==> src/rtl/lut_load_ctrl_if.sv <==
// Host / LUT-side signal bundle for lut_load_ctrl.
// master: host plus LUT instance; slave: the controller.
interface lut_load_ctrl_if #(
    parameter int unsigned IN_WIDTH  = 3,
    parameter int unsigned OUT_WIDTH = 4
);
    logic                 load_start;
    logic [OUT_WIDTH-1:0] entry_data;
    logic                 entry_valid;
    logic                 entry_ready;
    logic [IN_WIDTH-1:0]  entry_idx;
    logic [IN_WIDTH-1:0]  key;
    logic                 key_valid;
    logic                 key_ready;
    logic [OUT_WIDTH-1:0] result;
    logic                 result_valid;
    logic                 table_valid;
    logic                 load_err;
    logic                 lut_d;
    logic                 lut_cs_n;
    logic [IN_WIDTH-1:0]  lut_sel;
    logic [OUT_WIDTH-1:0] lut_out;

    modport master (
        output load_start, entry_data, entry_valid, key, key_valid, lut_out,
        input  entry_ready, entry_idx, key_ready, result, result_valid,
               table_valid, load_err, lut_d, lut_cs_n, lut_sel
    );

    modport slave (
        input  load_start, entry_data, entry_valid, key, key_valid, lut_out,
        output entry_ready, entry_idx, key_ready, result, result_valid,
               table_valid, load_err, lut_d, lut_cs_n, lut_sel
    );
endinterface

==> src/rtl/lut_load_ctrl.sv <==
// Serial-load LUT sequencer: accepts table entries from a host, shifts them
// into the LUT (highest index first, MSB first) and gates lookups until the
// table is complete.
// Optional macro LOAD_TIMEOUT_EN: abort a load after TIMEOUT idle cycles in
// LOAD_WAIT and pulse load_err; when undefined load_err is constant 0.
module lut_load_ctrl #(
    parameter int unsigned IN_WIDTH  = 3,
    parameter int unsigned OUT_WIDTH = 4,
    parameter int unsigned TIMEOUT   = 16
) (
    input logic            clk,
    input logic            rst,
    lut_load_ctrl_if.slave bus
);
    localparam int unsigned ENTRIES = 2 ** IN_WIDTH;
    // One counter serves both the bit count in LOAD_SHIFT and the idle
    // count in LOAD_WAIT; the states never overlap.
    localparam int unsigned CNT_MAX = (TIMEOUT > OUT_WIDTH) ? TIMEOUT : OUT_WIDTH;
    localparam int unsigned CNT_W   = $clog2(CNT_MAX + 1);

    typedef enum logic [1:0] {
        EMPTY,
        LOAD_WAIT,
        LOAD_SHIFT,
        READY
    } state_t;

    state_t               state_q, state_d;
    logic [OUT_WIDTH-1:0] shift_q, shift_d;
    logic [CNT_W-1:0]     cnt_q, cnt_d;
    logic [IN_WIDTH-1:0]  entry_idx_q, entry_idx_d;
    logic [OUT_WIDTH-1:0] result_q, result_d;
    logic                 result_valid_q, result_valid_d;
    logic                 table_valid_q, table_valid_d;
    logic                 load_err_q, load_err_d;
    logic                 lut_d_q, lut_d_d;
    logic                 lut_cs_n_q, lut_cs_n_d;
    logic                 entry_fire;
    logic                 key_fire;

    assign bus.entry_ready  = (state_q == LOAD_WAIT);
    assign bus.key_ready    = (state_q == READY);
    assign bus.lut_sel      = bus.key;
    assign bus.entry_idx    = entry_idx_q;
    assign bus.result       = result_q;
    assign bus.result_valid = result_valid_q;
    assign bus.table_valid  = table_valid_q;
    assign bus.load_err     = load_err_q;
    assign bus.lut_d        = lut_d_q;
    assign bus.lut_cs_n     = lut_cs_n_q;

    assign entry_fire = bus.entry_valid && bus.entry_ready;
    assign key_fire   = bus.key_valid && bus.key_ready;

    // Next-state, load sequencing and lookup capture.
    always_comb begin
        state_d        = state_q;
        shift_d        = shift_q;
        cnt_d          = '0;
        entry_idx_d    = entry_idx_q;
        result_d       = result_q;
        result_valid_d = key_fire;
        table_valid_d  = table_valid_q;
        load_err_d     = 1'b0;
        lut_d_d        = 1'b0;
        lut_cs_n_d     = 1'b1;

        if (key_fire) begin
            result_d = bus.lut_out;
        end

        case (state_q)
            EMPTY, READY: begin
                if (bus.load_start) begin
                    state_d       = LOAD_WAIT;
                    entry_idx_d   = IN_WIDTH'(ENTRIES - 1);
                    table_valid_d = 1'b0;
                end
            end
            LOAD_WAIT: begin
                if (entry_fire) begin
                    state_d    = LOAD_SHIFT;
                    shift_d    = bus.entry_data;
                    lut_cs_n_d = 1'b0;
                    lut_d_d    = bus.entry_data[OUT_WIDTH-1];
                end
`ifdef LOAD_TIMEOUT_EN
                else if (cnt_q == CNT_W'(TIMEOUT - 1)) begin
                    state_d       = EMPTY;
                    load_err_d    = 1'b1;
                    table_valid_d = 1'b0;
                    entry_idx_d   = IN_WIDTH'(ENTRIES - 1);
                end else begin
                    cnt_d = cnt_q + CNT_W'(1);
                end
`endif
            end
            LOAD_SHIFT: begin
                if (cnt_q == CNT_W'(OUT_WIDTH - 1)) begin
                    if (entry_idx_q == '0) begin
                        state_d       = READY;
                        table_valid_d = 1'b1;
                    end else begin
                        state_d     = LOAD_WAIT;
                        entry_idx_d = entry_idx_q - IN_WIDTH'(1);
                    end
                end else begin
                    cnt_d      = cnt_q + CNT_W'(1);
                    shift_d    = shift_q << 1;
                    lut_cs_n_d = 1'b0;
                    lut_d_d    = shift_d[OUT_WIDTH-1];
                end
            end
            default: state_d = EMPTY;
        endcase
    end

    // State and output registers with synchronous reset.
    always_ff @(posedge clk) begin
        if (rst) begin
            state_q        <= EMPTY;
            shift_q        <= '0;
            cnt_q          <= '0;
            entry_idx_q    <= IN_WIDTH'(ENTRIES - 1);
            result_q       <= '0;
            result_valid_q <= 1'b0;
            table_valid_q  <= 1'b0;
            load_err_q     <= 1'b0;
            lut_d_q        <= 1'b0;
            lut_cs_n_q     <= 1'b1;
        end else begin
            state_q        <= state_d;
            shift_q        <= shift_d;
            cnt_q          <= cnt_d;
            entry_idx_q    <= entry_idx_d;
            result_q       <= result_d;
            result_valid_q <= result_valid_d;
            table_valid_q  <= table_valid_d;
            load_err_q     <= load_err_d;
            lut_d_q        <= lut_d_d;
            lut_cs_n_q     <= lut_cs_n_d;
        end
    end
endmodule

==> src/flat_wrapper.sv <==
// flat-port wrapper written by rule: the top's interface ports become plain ports
module lut_load_ctrl_flat 
#(
    parameter int unsigned IN_WIDTH  = 3,
    parameter int unsigned OUT_WIDTH = 4,
    parameter int unsigned TIMEOUT   = 16
)
  (clk, rst, bus_load_start, bus_entry_data, bus_entry_valid, bus_key, bus_key_valid, bus_lut_out, bus_entry_ready, bus_entry_idx, bus_key_ready, bus_result, bus_result_valid, bus_table_valid, bus_load_err, bus_lut_d, bus_lut_cs_n, bus_lut_sel);
  lut_load_ctrl_if #(.IN_WIDTH(IN_WIDTH), .OUT_WIDTH(OUT_WIDTH)) bus_i ();
  input logic clk;
  input logic rst;
  input wire logic [$bits(bus_i.load_start)-1:0] bus_load_start;
  input wire logic [$bits(bus_i.entry_data)-1:0] bus_entry_data;
  input wire logic [$bits(bus_i.entry_valid)-1:0] bus_entry_valid;
  input wire logic [$bits(bus_i.key)-1:0] bus_key;
  input wire logic [$bits(bus_i.key_valid)-1:0] bus_key_valid;
  input wire logic [$bits(bus_i.lut_out)-1:0] bus_lut_out;
  output wire logic [$bits(bus_i.entry_ready)-1:0] bus_entry_ready;
  output wire logic [$bits(bus_i.entry_idx)-1:0] bus_entry_idx;
  output wire logic [$bits(bus_i.key_ready)-1:0] bus_key_ready;
  output wire logic [$bits(bus_i.result)-1:0] bus_result;
  output wire logic [$bits(bus_i.result_valid)-1:0] bus_result_valid;
  output wire logic [$bits(bus_i.table_valid)-1:0] bus_table_valid;
  output wire logic [$bits(bus_i.load_err)-1:0] bus_load_err;
  output wire logic [$bits(bus_i.lut_d)-1:0] bus_lut_d;
  output wire logic [$bits(bus_i.lut_cs_n)-1:0] bus_lut_cs_n;
  output wire logic [$bits(bus_i.lut_sel)-1:0] bus_lut_sel;
  assign bus_i.load_start = bus_load_start;
  assign bus_i.entry_data = bus_entry_data;
  assign bus_i.entry_valid = bus_entry_valid;
  assign bus_i.key = bus_key;
  assign bus_i.key_valid = bus_key_valid;
  assign bus_i.lut_out = bus_lut_out;
  assign bus_entry_ready = bus_i.entry_ready;
  assign bus_entry_idx = bus_i.entry_idx;
  assign bus_key_ready = bus_i.key_ready;
  assign bus_result = bus_i.result;
  assign bus_result_valid = bus_i.result_valid;
  assign bus_table_valid = bus_i.table_valid;
  assign bus_load_err = bus_i.load_err;
  assign bus_lut_d = bus_i.lut_d;
  assign bus_lut_cs_n = bus_i.lut_cs_n;
  assign bus_lut_sel = bus_i.lut_sel;
  lut_load_ctrl #(.IN_WIDTH(IN_WIDTH), .OUT_WIDTH(OUT_WIDTH), .TIMEOUT(TIMEOUT)) u_core (.clk(clk), .rst(rst), .bus(bus_i));
endmodule
==> config.mk <==
export PLATFORM = sky130hd
export DESIGN_NAME = lut_load_ctrl_flat
export DESIGN_NICKNAME = d
export VERILOG_FILES = /design/src/rtl/lut_load_ctrl_if.sv /design/src/rtl/lut_load_ctrl.sv /design/src/flat_wrapper.sv
export SDC_FILE = /design/constraint.sdc
export NUM_CORES = 1
export LEC_CHECK = 0
export ABC_AREA = 1
export CORE_ASPECT_RATIO = 2
export CORE_MARGIN = 2
export CORE_UTILIZATION = 41
export CTS_BUF_LIST = sky130_fd_sc_hd__clkbuf_16
export DETAILED_ROUTE_END_ITERATION = 10
export PLACE_DENSITY_LB_ADDON = 0.1
export SLEW_MARGIN = 20
export SYNTH_ARGS = -nofsm -noshare
export SYNTH_HDL_FRONTEND = slang
export SYNTH_SLANG_ARGS = --single-unit
export TNS_END_PERCENT = 5
==> constraint.sdc <==
create_clock -name clk -period 1.35 [get_ports clk]
set_input_delay 0.2025 -clock clk [delete_from_list [all_inputs] [get_ports clk]]
set_output_delay 0.2025 -clock clk [all_outputs]
set_load 0.02 [all_outputs]
==> impl_metrics.toml <==
[run_status]
status = "complete, no violations"

[place]
pre_cts_ws_ps = -87.5
dp.cells = 203
finalWeightedCongestion = 0.739
placedInstanceArea_mm2 = 0.00142
numPortBuffers = 25
hpwl_um = 1900

[setup_path]
critPathMaxStageDelay_ps = 350
worst-path-buf-inv = 3
crit_family = "simple AND/OR/NAND/NOR gates"
worstSetupPathType = "flip-flop to flip-flop"
crit_chain = "inv_2 > ha_4 > inv_1 > nand2_1 > nand2_2 > nor2_4 > buf_4 > nand3_1 > nand3_1"
crit_top_cell = "nand3_1"
start_kind = "flip-flop"
cpMaxStageDelayCell = "dfxtp_2"
worstPathRequired_ps = 1540
worstSetupEndpointType = "flip-flop"
cp.arrival_ps = 1510
crit_path_max_fanout = 3

[routing]
drt_drc_violations_left = 0
firstDrtPassIters = 4
initialDrtViolationCount = 19
routed_wl_um = 2420
ant_nets = 0
wl_per_cell_um = 11.7
via_count = 1001
viasPerCell = 4.84

[hold_path]
hp-class = "input pin to output pin"

[synth]
synth-edff-count = 0
yosys-top-cells-area = "dfxtp_1 39%, nand2_1 8.5%, nor2_1 8.1%"
synth.avg_cell_area_um2 = 7.61
synthMostInstantiatedCell = "nand2_1"
synthCells = 140
yosysTopAreaCell = "dfxtp_1"
yosysWarnings = 0
ys_top_cells_by_count = "24 x nand2_1, 23 x nor2_1, 21 x dfxtp_1"
yosysUniqueCellTypes = 22
synth_seq_area_share = 0.395
synthFlopType = "dfxtp_1"
synthArstFlopShare = 0
synth_top_area_frac = 0.395
ys_ff_latch = 21
synth_area_mm2 = 0.00106
synth_fp_nets = 162

[clocking]
clk_pin_slew_ps = 50
cts_buffer_depth = 2
clkLatencyLatePin_ps = 250
cts_made_buffers = 3
post_cts_buffers = 0
h-tree-depth = 1
holdBufCountCts = 0
cts_root_buffer = "clkbuf_16"
cts_tree = "yes"
cts.sinks = 21

[sta]
fmaxAchievable_mhz = 757
finClkSkew_ps = 3.29
slew_violations = 0
finalHoldViolations = 0
rsz0062_at_grt = "yes"
period_needed_ps = 1320
fin_crit_sh = 0.978
setup_viol = 0
setup-tns-final_ps = 0
final.setup.worst_slack_ps = 29.7
holdWs_ps = 405

[global_route]
grt_pass1_wl_um = 4000
grt_max_degree = 12
track_usage = 0.186
first_global_vias = 968
grt_antenna_before_repair = 0
grt-ovfl-total = 0

[layout]
design_area_mm2 = 0.00152
final_nets = 202
final_cells = 207
synthToLayoutAreaGrowth_pct = 42.3
drive_above_1_share = 0.257
diodes = 0

[pwr]
ir_drop_mv = 0.992
power_density_mw_per_mm2 = 1810
p_leak_nw = 0.741

[die]
rows = 26
die-area_mm2 = 0.00305
die_w_um = 40.0
dieHeight_um = 76.1
core_area_mm2 = 0.00250
io_pins = 33
initial_utilization = 0.425

[flow_run]
max-cap-violations = 0
==> report_power, final <==
part | switching [mW] | total [mW] | internal, mW
registers | 0.0777 | 0.824 | 0.747
logic | 0.708 | 1.30 | 0.594
clock network | 0.215 | 0.609 | 0.394
==> worst paths after layout <==
| check | slack [ps] | endpoint | cells past startpoint | startpoint |
|---|---|---|---|---|
| worst max register to register | 30 | u_core.bus.entry_idx[1]$_SDFFE_PP1P_ | 9 | u_core.state_q[0]$_SDFFE_PP0P_ |
| worst max-delay path | 30 | u_core.bus.entry_idx[1]$_SDFFE_PP1P_ | 9 | u_core.state_q[0]$_SDFFE_PP0P_ |
| worst min-delay path | 410 | bus_lut_sel[1] | 0 | bus_key[1] |
| worst min register to register | 460 | u_core.cnt_q[0]$_SDFF_PP0_ | 1 | u_core.cnt_q[0]$_SDFF_PP0_ |
==> stage by stage <==
stage	util	total power [mW]
detailed placement	0.567	2.09
global placement	0.567	2.07
floorplan	-	1.60
finish	0.605	2.74
global route	0.605	2.94
CTS	0.601	2.71
==> final cells by class <==
cell class	count	area, µm²
sequential	21	424
clock buffer	3	75.1
timing repair buffer	41	353
fill	237	990
inverter	18	67.6
tap	28	35.0
multi-input combinational	95	557
clock inverter	1	3.75
==> kinds of logic (layout without fill, tap and decap cells) <==
| kind of cell | count (synthesis) | in the layout | share of synthesized area |
|---|---|---|---|
| DFF | 21 | 21 | 0.395 |
| AOI/OAI and AO/OA | 12 | 12 | 0.0646 |
| adders and majority gates | 6 | 6 | 0.0705 |
| and+or+nand+nor | 73 | 73 | 0.333 |
| xor gates and xnor gates | 3 | 3 | 0.0247 |
| buffers and inverters | 24 | 63 | 0.109 |
| other | 1 | 1 | 0.00352 |
==> cell usage in the layout (no fill, tap or decap), types with 2 or more instances in the layout <==
| master | n |
|---|---|
| ha_2 | 2 |
| buf_4 | 16 |
| inv_1 | 14 |
| a21oi_1 | 3 |
| dfxtp_2 | 3 |
| clkbuf_16 | 3 |
| nor2_1 | 22 |
| nor2_4 | 2 |
| dfxtp_1 | 18 |
| nand2_4 | 2 |
| xor2_1 | 2 |
| ha_1 | 3 |
| o21ai_0 | 5 |
| o21bai_1 | 2 |
| inv_2 | 5 |
| dlygate4sd2_1 | 11 |
| nand3_1 | 16 |
| nand2_1 | 22 |
| clkdlybuf4s50_1 | 12 |
| nand2_2 | 5 |
| nor2_2 | 2 |
==> what timing repair did <==
item / 4_1_cts / 5_1_grt
pin swaps: 0 / 1
endpoints found under the setup margin: 21 / 8
gates resized for setup: 21 / 9
==> sequential cells by signal, summed over array words and instances, names as in the netlist <==
| signal | count |
|---|---|
| u_core.state_q | 2 |
| u_core.bus.entry_idx | 3 |
| u_core.shift_q | 3 |
| u_core.bus.result | 4 |
| u_core.bus.result_valid | 1 |
| u_core.cnt_q | 5 |
| u_core.bus.table_valid | 1 |
| u_core.bus.lut_d | 1 |
| u_core.bus.lut_cs_n | 1 |
==> per-layer routing <==
| metal | track usage | vias up | wire [µm] |
|---|---|---|---|
| met5 | 0 | - | 0 |
| met4 | 0.0621 | 0 | 38 |
| met3 | 0.0350 | 4 | 75 |
| met2 | 0.344 | 17 | 1430 |
| met1 | 0.182 | 473 | 874 |
| li1 | - | 507 | - |
(Power assumes the default switching activity.)
